<file path="config.mk">
export PLATFORM = sky130hd
export DESIGN_NAME = dsp_mac_pipe
export DESIGN_NICKNAME = d
export VERILOG_FILES = /design/src/rtl/dsp_mac_pipe.sv
export SDC_FILE = /design/constraint.sdc
export NUM_CORES = 2
export LEC_CHECK = 0
export BUFFER_PORTS_ARGS = -buffer_cell sky130_fd_sc_hd__buf_2
export CORE_ASPECT_RATIO = 1.25
export CORE_MARGIN = 2
export CORE_UTILIZATION = 40
export CTS_CLUSTER_DIAMETER = 30
export DETAILED_ROUTE_END_ITERATION = 12
export MAX_ROUTING_LAYER = met4
export PLACE_DENSITY_LB_ADDON = 0.12
export SKIP_CTS_REPAIR_TIMING = 1
export SLEW_MARGIN = 30
export SYNTH_ARGS = -nofsm -noshare
export SYNTH_HDL_FRONTEND = slang
export SYNTH_SLANG_ARGS = --single-unit
export TNS_END_PERCENT = 1
</file>
<file path="constraint.sdc">
create_clock -name clk_i -period 10 [get_ports clk_i]
set_input_delay 1 -clock clk_i [delete_from_list [all_inputs] [get_ports clk_i]]
set_output_delay 1 -clock clk_i [all_outputs]
set_load 0.005 [all_outputs]
</file>
<file path="src/rtl/dsp_mac_pipe.sv">
// dsp_mac_pipe: signed pre-add / multiply / post-add MAC pipeline with framed
// accumulation, beat counter and sticky overflow.
//
// Compile-time option: define DSP_MAC_SAT_EN to clamp P on overflow instead of
// letting it wrap modulo 2^P_WIDTH. OVF is set in both builds.
//
// Ports:
//   clk_i        clock, rising edge
//   rst_i        synchronous active-high reset of all state
//   ce_i         clock enable; low freezes every register
//   in_valid_i   sample qualifier
//   in_last_i    final beat of a frame (ignored unless in_valid_i)
//   mode_i       [0] pre-add enable, [1] pre-subtract, [3:2] Z select
//   a_i          multiplier operand (A_WIDTH, signed)
//   b_i, d_i     pre-adder operands (B_WIDTH, signed)
//   c_i          post-adder operand (C_WIDTH, signed)
//   pcin_i       cascade input (P_WIDTH)
//   p_o          registered accumulator
//   pcout_o      cascade output, equals p_o
//   out_valid_o  one-cycle pulse: p_o holds a completed frame result
//   out_cnt_o    beat count of the frame just completed
//   ovf_o        sticky signed overflow of the current/last frame
module dsp_mac_pipe #(
  parameter int A_WIDTH   = 18,
  parameter int B_WIDTH   = 18,
  parameter int C_WIDTH   = 48,
  parameter int P_WIDTH   = 48,
  parameter int IN_REG    = 1,
  parameter int MREG      = 1,
  parameter int CNT_WIDTH = 8
) (
  input  logic                        clk_i,
  input  logic                        rst_i,
  input  logic                        ce_i,
  input  logic                        in_valid_i,
  input  logic                        in_last_i,
  input  logic [3:0]                  mode_i,
  input  logic signed [A_WIDTH-1:0]   a_i,
  input  logic signed [B_WIDTH-1:0]   b_i,
  input  logic signed [B_WIDTH-1:0]   d_i,
  input  logic signed [C_WIDTH-1:0]   c_i,
  input  logic signed [P_WIDTH-1:0]   pcin_i,
  output logic signed [P_WIDTH-1:0]   p_o,
  output logic signed [P_WIDTH-1:0]   pcout_o,
  output logic                        out_valid_o,
  output logic [CNT_WIDTH-1:0]        out_cnt_o,
  output logic                        ovf_o
);
  localparam int M_WIDTH = A_WIDTH + B_WIDTH + 1;

  if (P_WIDTH < M_WIDTH) begin : g_width_check
    $error("dsp_mac_pipe: P_WIDTH must be >= A_WIDTH+B_WIDTH+1");
  end

  // ---------------- stage 0: optional input register ----------------
  logic                      s0_valid, s0_last;
  logic [3:0]                s0_mode;
  logic signed [A_WIDTH-1:0] s0_a;
  logic signed [B_WIDTH-1:0] s0_b, s0_d;
  logic signed [C_WIDTH-1:0] s0_c;

  if (IN_REG != 0) begin : g_in_reg
    logic                      valid_q, last_q;
    logic [3:0]                mode_q;
    logic signed [A_WIDTH-1:0] a_q;
    logic signed [B_WIDTH-1:0] b_q, d_q;
    logic signed [C_WIDTH-1:0] c_q;
    always_ff @(posedge clk_i) begin
      if (rst_i) begin
        valid_q <= 1'b0;
        last_q  <= 1'b0;
        mode_q  <= '0;
        a_q     <= '0;
        b_q     <= '0;
        d_q     <= '0;
        c_q     <= '0;
      end else if (ce_i) begin
        valid_q <= in_valid_i;
        last_q  <= in_last_i;
        mode_q  <= mode_i;
        a_q     <= a_i;
        b_q     <= b_i;
        d_q     <= d_i;
        c_q     <= c_i;
      end
    end
    assign s0_valid = valid_q;
    assign s0_last  = last_q;
    assign s0_mode  = mode_q;
    assign s0_a     = a_q;
    assign s0_b     = b_q;
    assign s0_d     = d_q;
    assign s0_c     = c_q;
  end else begin : g_in_bypass
    assign s0_valid = in_valid_i;
    assign s0_last  = in_last_i;
    assign s0_mode  = mode_i;
    assign s0_a     = a_i;
    assign s0_b     = b_i;
    assign s0_d     = d_i;
    assign s0_c     = c_i;
  end

  // ---------------- stage 1: pre-adder and multiplier ----------------
  logic signed [B_WIDTH:0]   pre_s;
  logic signed [M_WIDTH-1:0] m_s;

  always_comb begin
    pre_s = (B_WIDTH+1)'(s0_b);
    if (s0_mode[0]) begin
      if (s0_mode[1]) pre_s = (B_WIDTH+1)'(s0_d) - (B_WIDTH+1)'(s0_b);
      else            pre_s = (B_WIDTH+1)'(s0_d) + (B_WIDTH+1)'(s0_b);
    end
  end

  // Both operands are signed, so the casts sign-extend before multiplying.
  assign m_s = M_WIDTH'(s0_a) * M_WIDTH'(pre_s);

  logic                      s1_valid, s1_last;
  logic [1:0]                s1_zsel;
  logic signed [M_WIDTH-1:0] s1_m;
  logic signed [C_WIDTH-1:0] s1_c;

  if (MREG != 0) begin : g_m_reg
    logic                      valid_q, last_q;
    logic [1:0]                zsel_q;
    logic signed [M_WIDTH-1:0] m_q;
    logic signed [C_WIDTH-1:0] c_q;
    always_ff @(posedge clk_i) begin
      if (rst_i) begin
        valid_q <= 1'b0;
        last_q  <= 1'b0;
        zsel_q  <= '0;
        m_q     <= '0;
        c_q     <= '0;
      end else if (ce_i) begin
        valid_q <= s0_valid;
        last_q  <= s0_last;
        zsel_q  <= s0_mode[3:2];
        m_q     <= m_s;
        c_q     <= s0_c;
      end
    end
    assign s1_valid = valid_q;
    assign s1_last  = last_q;
    assign s1_zsel  = zsel_q;
    assign s1_m     = m_q;
    assign s1_c     = c_q;
  end else begin : g_m_bypass
    assign s1_valid = s0_valid;
    assign s1_last  = s0_last;
    assign s1_zsel  = s0_mode[3:2];
    assign s1_m     = m_s;
    assign s1_c     = s0_c;
  end

  // ---------------- stage 2: post-adder and accumulator ----------------
  logic signed [P_WIDTH-1:0] p_q, p_d, z_s;
  logic signed [P_WIDTH:0]   sum_s;
  logic                      beat_ovf;
  logic [CNT_WIDTH-1:0]      cnt_q, out_cnt_q;
  logic                      in_frame_q, out_valid_q, ovf_q;

  always_comb begin
    z_s = '0;
    case (s1_zsel)
      // A frame's first beat never feeds back the previous frame's result.
      2'b00:   z_s = in_frame_q ? p_q : '0;
      2'b01:   z_s = '0;
      2'b10:   z_s = P_WIDTH'(s1_c);
      default: z_s = pcin_i;
    endcase
    // One extra bit so the carry into the sign position is visible.
    sum_s    = (P_WIDTH+1)'(z_s) + (P_WIDTH+1)'(s1_m);
    beat_ovf = sum_s[P_WIDTH] ^ sum_s[P_WIDTH-1];
`ifdef DSP_MAC_SAT_EN
    if (beat_ovf)
      p_d = sum_s[P_WIDTH] ? {1'b1, {(P_WIDTH-1){1'b0}}} : {1'b0, {(P_WIDTH-1){1'b1}}};
    else
      p_d = sum_s[P_WIDTH-1:0];
`else
    p_d = sum_s[P_WIDTH-1:0];
`endif
  end

  always_ff @(posedge clk_i) begin
    if (rst_i) begin
      p_q         <= '0;
      cnt_q       <= '0;
      out_cnt_q   <= '0;
      in_frame_q  <= 1'b0;
      out_valid_q <= 1'b0;
      ovf_q       <= 1'b0;
    end else if (ce_i) begin
      out_valid_q <= s1_valid & s1_last;
      if (s1_valid) begin
        p_q   <= p_d;
        // Sticky within a frame, restarted on the frame's first beat.
        ovf_q <= beat_ovf | (in_frame_q & ovf_q);
        if (s1_last) begin
          out_cnt_q  <= cnt_q + CNT_WIDTH'(1);
          cnt_q      <= '0;
          in_frame_q <= 1'b0;
        end else begin
          cnt_q      <= cnt_q + CNT_WIDTH'(1);
          in_frame_q <= 1'b1;
        end
      end
    end
  end

  assign p_o         = p_q;
  assign pcout_o     = p_q;
  assign out_valid_o = out_valid_q;
  assign out_cnt_o   = out_cnt_q;
  assign ovf_o       = ovf_q;

endmodule

</file>
==> summary.txt <==
Status
  • Status: finished, final reports clean

Floorplan
  • Initial Util: 0.403
  • Die Y-Extent: 297 um
  • Core Area: 68000 sq um
  • Die Width: 238 um
  • Io pins: 265
  • Cell Rows: 107
  • Die area: 70600 sq um

Worst setup path
  • Top cell by count, worst path: fa_1
  • CP required: 10450 ps
  • CP max-delay cell: or4_1
  • Startpoint Class: flop
  • R2R depth: 34
  • Crit end category: flop
  • Slowest stage delay, CP: 620 ps
  • Crit path DAT: 10040 ps
  • Crit path kind: flop to flop
  • R2R Path End: g_m_reg.m_q[36]$_SDFFE_PP0P_
  • Crit Path Max Fanout: 18
  • Origin of the critical flop-to-flop path: g_in_reg.b_q[2]$_SDFFE_PP0P_
  • Reg2reg setup slack: 410 ps

Synth
  • Synth Warn #: 0
  • Commonest cells post-synth: inv_1, nand2_1, fa_1, nor2_1, dfxtp_1
  • Mapped cell area: 27400 sq um
  • Count leader, synth: inv_1
  • Synthesized Nets: 3803
  • Synth cell types: 74
  • Async set-reset flop share out of synthesis: 0
  • Sequential element share of the synthesized area: 0.193
  • Most used flip-flop cell after synthesis: dfxtp_1
  • Number of flops mapped to enable cells by yosys: 0
  • Ranking of synthesized cells by area: fa_1, dfxtp_1, ha_1
  • Area share of the largest cell type after synthesis: 0.249
  • Synth Register Bits: 264
  • Post-synth top area cell: fa_1
  • Mapped Cells: 3139
  • Avg Inst Size Synth: 8.72 sq um

Timing
  • Rel. slew slack: 0.332
  • Fin Clk Skew: 25.4 ps
  • Final Max Tran Viols: 0
  • Fmax: 0.104 GHz
  • Min Tclk post-route: 9590 ps
  • Final worst path period share: 0.959
  • Final Hold Vio Count: 0
  • Final Worst Setup Slack: 406 ps
  • Final Setup Violations: 0
  • Worst-Margin Slew: 1000 ps

Clocking
  • CTS tree: yes
  • CTS HTree Levels: 3
  • Clock buffer count from CTS: 72
  • Clk_lat worst skew: 620 ps
  • CTS max path bufs: 3
  • CTS Sinks: 264
  • Clock-pin slew on the worst setup and hold paths: 50 ps
  • Root buffer cell: clkbuf_16

GRT
  • Vias in the first global route: 23500
  • First-pass GRT wire length: 128000 um
  • Initial antenna violation count: 2
  • Grt ovf: 0
  • GRT Total Usage: 0.238
  • Largest net degree at the start of global routing: 106

Power and ir drop
  • Peak supply drop: 0.134 mV
  • Leakage: 0.0155 uW
  • Tot Pwr: 5860 uW
  • Pwr dens: 183 nW/um^2

Min path
  • Hold Crit Depth: 2
  • WHS Endpoint: g_m_reg.c_q[13]$_SDFFE_PP0P_
  • Hold WC Path Type: flop to flop
  • Hold Crit Start: g_m_reg.c_q[13]$_SDFFE_PP0P_

Placed design
  • GPL Wtd Cong: 0.908
  • DPL Wire Length: 61500 um
  • Setup slack at placement: 205 ps
  • Port Buffers: 264

Routing
  • Drt total wl: 79500 um
  • Routed length per placed instance: 18.8 um
  • Vias per inst: 5.17
  • Antenna-violating nets left: 0
  • Starting DRT DRC Count: 1058
  • DRC Markers: 0
  • Router iterations before antenna repair: 5
  • Via count: 21900

Run
  • Max-cap viol count: 0

Layout
  • Ratio of cells with drive above 1 in the final layout: 0.157
  • Area grow syn2layout: 16.7%
  • Final Util: 0.470
  • Total Nets Final: 3968
[state kept, by name (all words and copies together), names as in the netlist, 2 cells and up]
signal           cells
g_in_reg.d_q        18
p_o                 48
g_in_reg.mode_q      4
g_m_reg.c_q         48
g_in_reg.b_q        18
cnt_q                8
g_in_reg.a_q        18
g_m_reg.m_q         37
g_m_reg.zsel_q       2
g_in_reg.c_q        48
out_cnt_o            8
[cell type report]
class | count | area, sq um
Fill cell | 6688 | 36100
Multi-Input combinational cell | 2228 | 19600
Sequential cell | 264 | 5290
Clock buffer | 97 | 2060
Timing Repair Buffer | 305 | 1730
Inverter | 433 | 1630
Tap cell | 872 | 1090
Clock inverter | 32 | 546
Antenna cell | 3 | 7.51
[stage by stage]
step           hold slack, ps  TNS (ps)  cell area [sq um]  cells
2_1_floorplan             445         0              27400   3139
3_3_place_gp              468         0              29100   4091
3_5_place_dp              474         0              29100   4093
4_1_cts                   488         0              31700   4222
5_1_grt                   508     -39.4              31900   4233
6_report                  485         0              31900   4234
[cells in the final DEF (no fill, tap or decap), types with 27 or more instances in the layout]
master / instances
o21ai_0: 48
and2_1: 134
fa_1: 341
buf_2: 262
clkbuf_16: 72
mux2_2: 52
mux2i_1: 182
nor3_1: 31
a21oi_1: 144
a22o_1: 51
nor2b_1: 27
a21o_1: 41
ha_1: 164
nand2_1: 346
xnor2_1: 92
buf_4: 35
nand3_1: 34
nor2_1: 283
dfxtp_1: 257
inv_1: 431
[power breakdown]
part	internal [uW]	switching (uW)	leakage [uW]	total, uW
registers	1140	104	0.00216	1240
clock network	1660	773	0.00125	2430
logic	878	1310	0.0121	2190
total	3670	2190	0.0155	5860
[logic make-up (layout without fill, tap and decap cells)]
family / Yosys count / in the layout / share of synthesized area
AOI/OAI and AO/OA: 439 / 439 / 0.107
xor gates and xnor gates: 118 / 118 / 0.0377
adders and majority gates: 505 / 505 / 0.324
buffers and inverters: 647 / 867 / 0.0959
DFF: 264 / 264 / 0.193
muxes: 237 / 237 / 0.0893
other: 0 / 3 / 0
and+or+nand+nor: 929 / 929 / 0.153
[how the worst max path moves through the flow]
stage	from	end	slack, ps	cells after the start
after floorplan	g_in_reg.b_q[2]$_SDFFE_PP0P_	g_m_reg.m_q[36]$_SDFFE_PP0P_	980	35
after global placement	g_in_reg.b_q[2]$_SDFFE_PP0P_	g_m_reg.m_q[33]$_SDFFE_PP0P_	350	36
after detailed placement	g_in_reg.b_q[2]$_SDFFE_PP0P_	g_m_reg.m_q[33]$_SDFFE_PP0P_	210	36
after CTS	g_in_reg.b_q[2]$_SDFFE_PP0P_	g_m_reg.m_q[33]$_SDFFE_PP0P_	130	36
after global routing	g_in_reg.b_q[2]$_SDFFE_PP0P_	g_m_reg.m_q[36]$_SDFFE_PP0P_	-40	35
final	g_in_reg.b_q[2]$_SDFFE_PP0P_	g_m_reg.m_q[36]$_SDFFE_PP0P_	410	34
[worst max-delay path: cells and delay by family, from the launching register on]
kind / cells / cell delay [ps]
xor+xnor: 2 / 230
mux: 2 / 570
flops: 1 / 370
compound gates: 10 / 1740
buf+inv: 4 / 200
simple gates: 8 / 2570
fa+ha+maj: 8 / 3700
[metal layers]
layer | wire, um | part of all wire | global-route usage | vias to the layer above
li1 | - | - | - | 10400
met1 | 32800 | 0.41 | 0.278 | 10800
met2 | 41800 | 0.53 | 0.433 | 516
met3 | 3270 | 0.041 | 0.0289 | 114
met4 | 1640 | 0.021 | 0.0578 | 0
met5 | 0 | 0 | - | -
No activity file was read; power rests on OpenSTA's default activity.
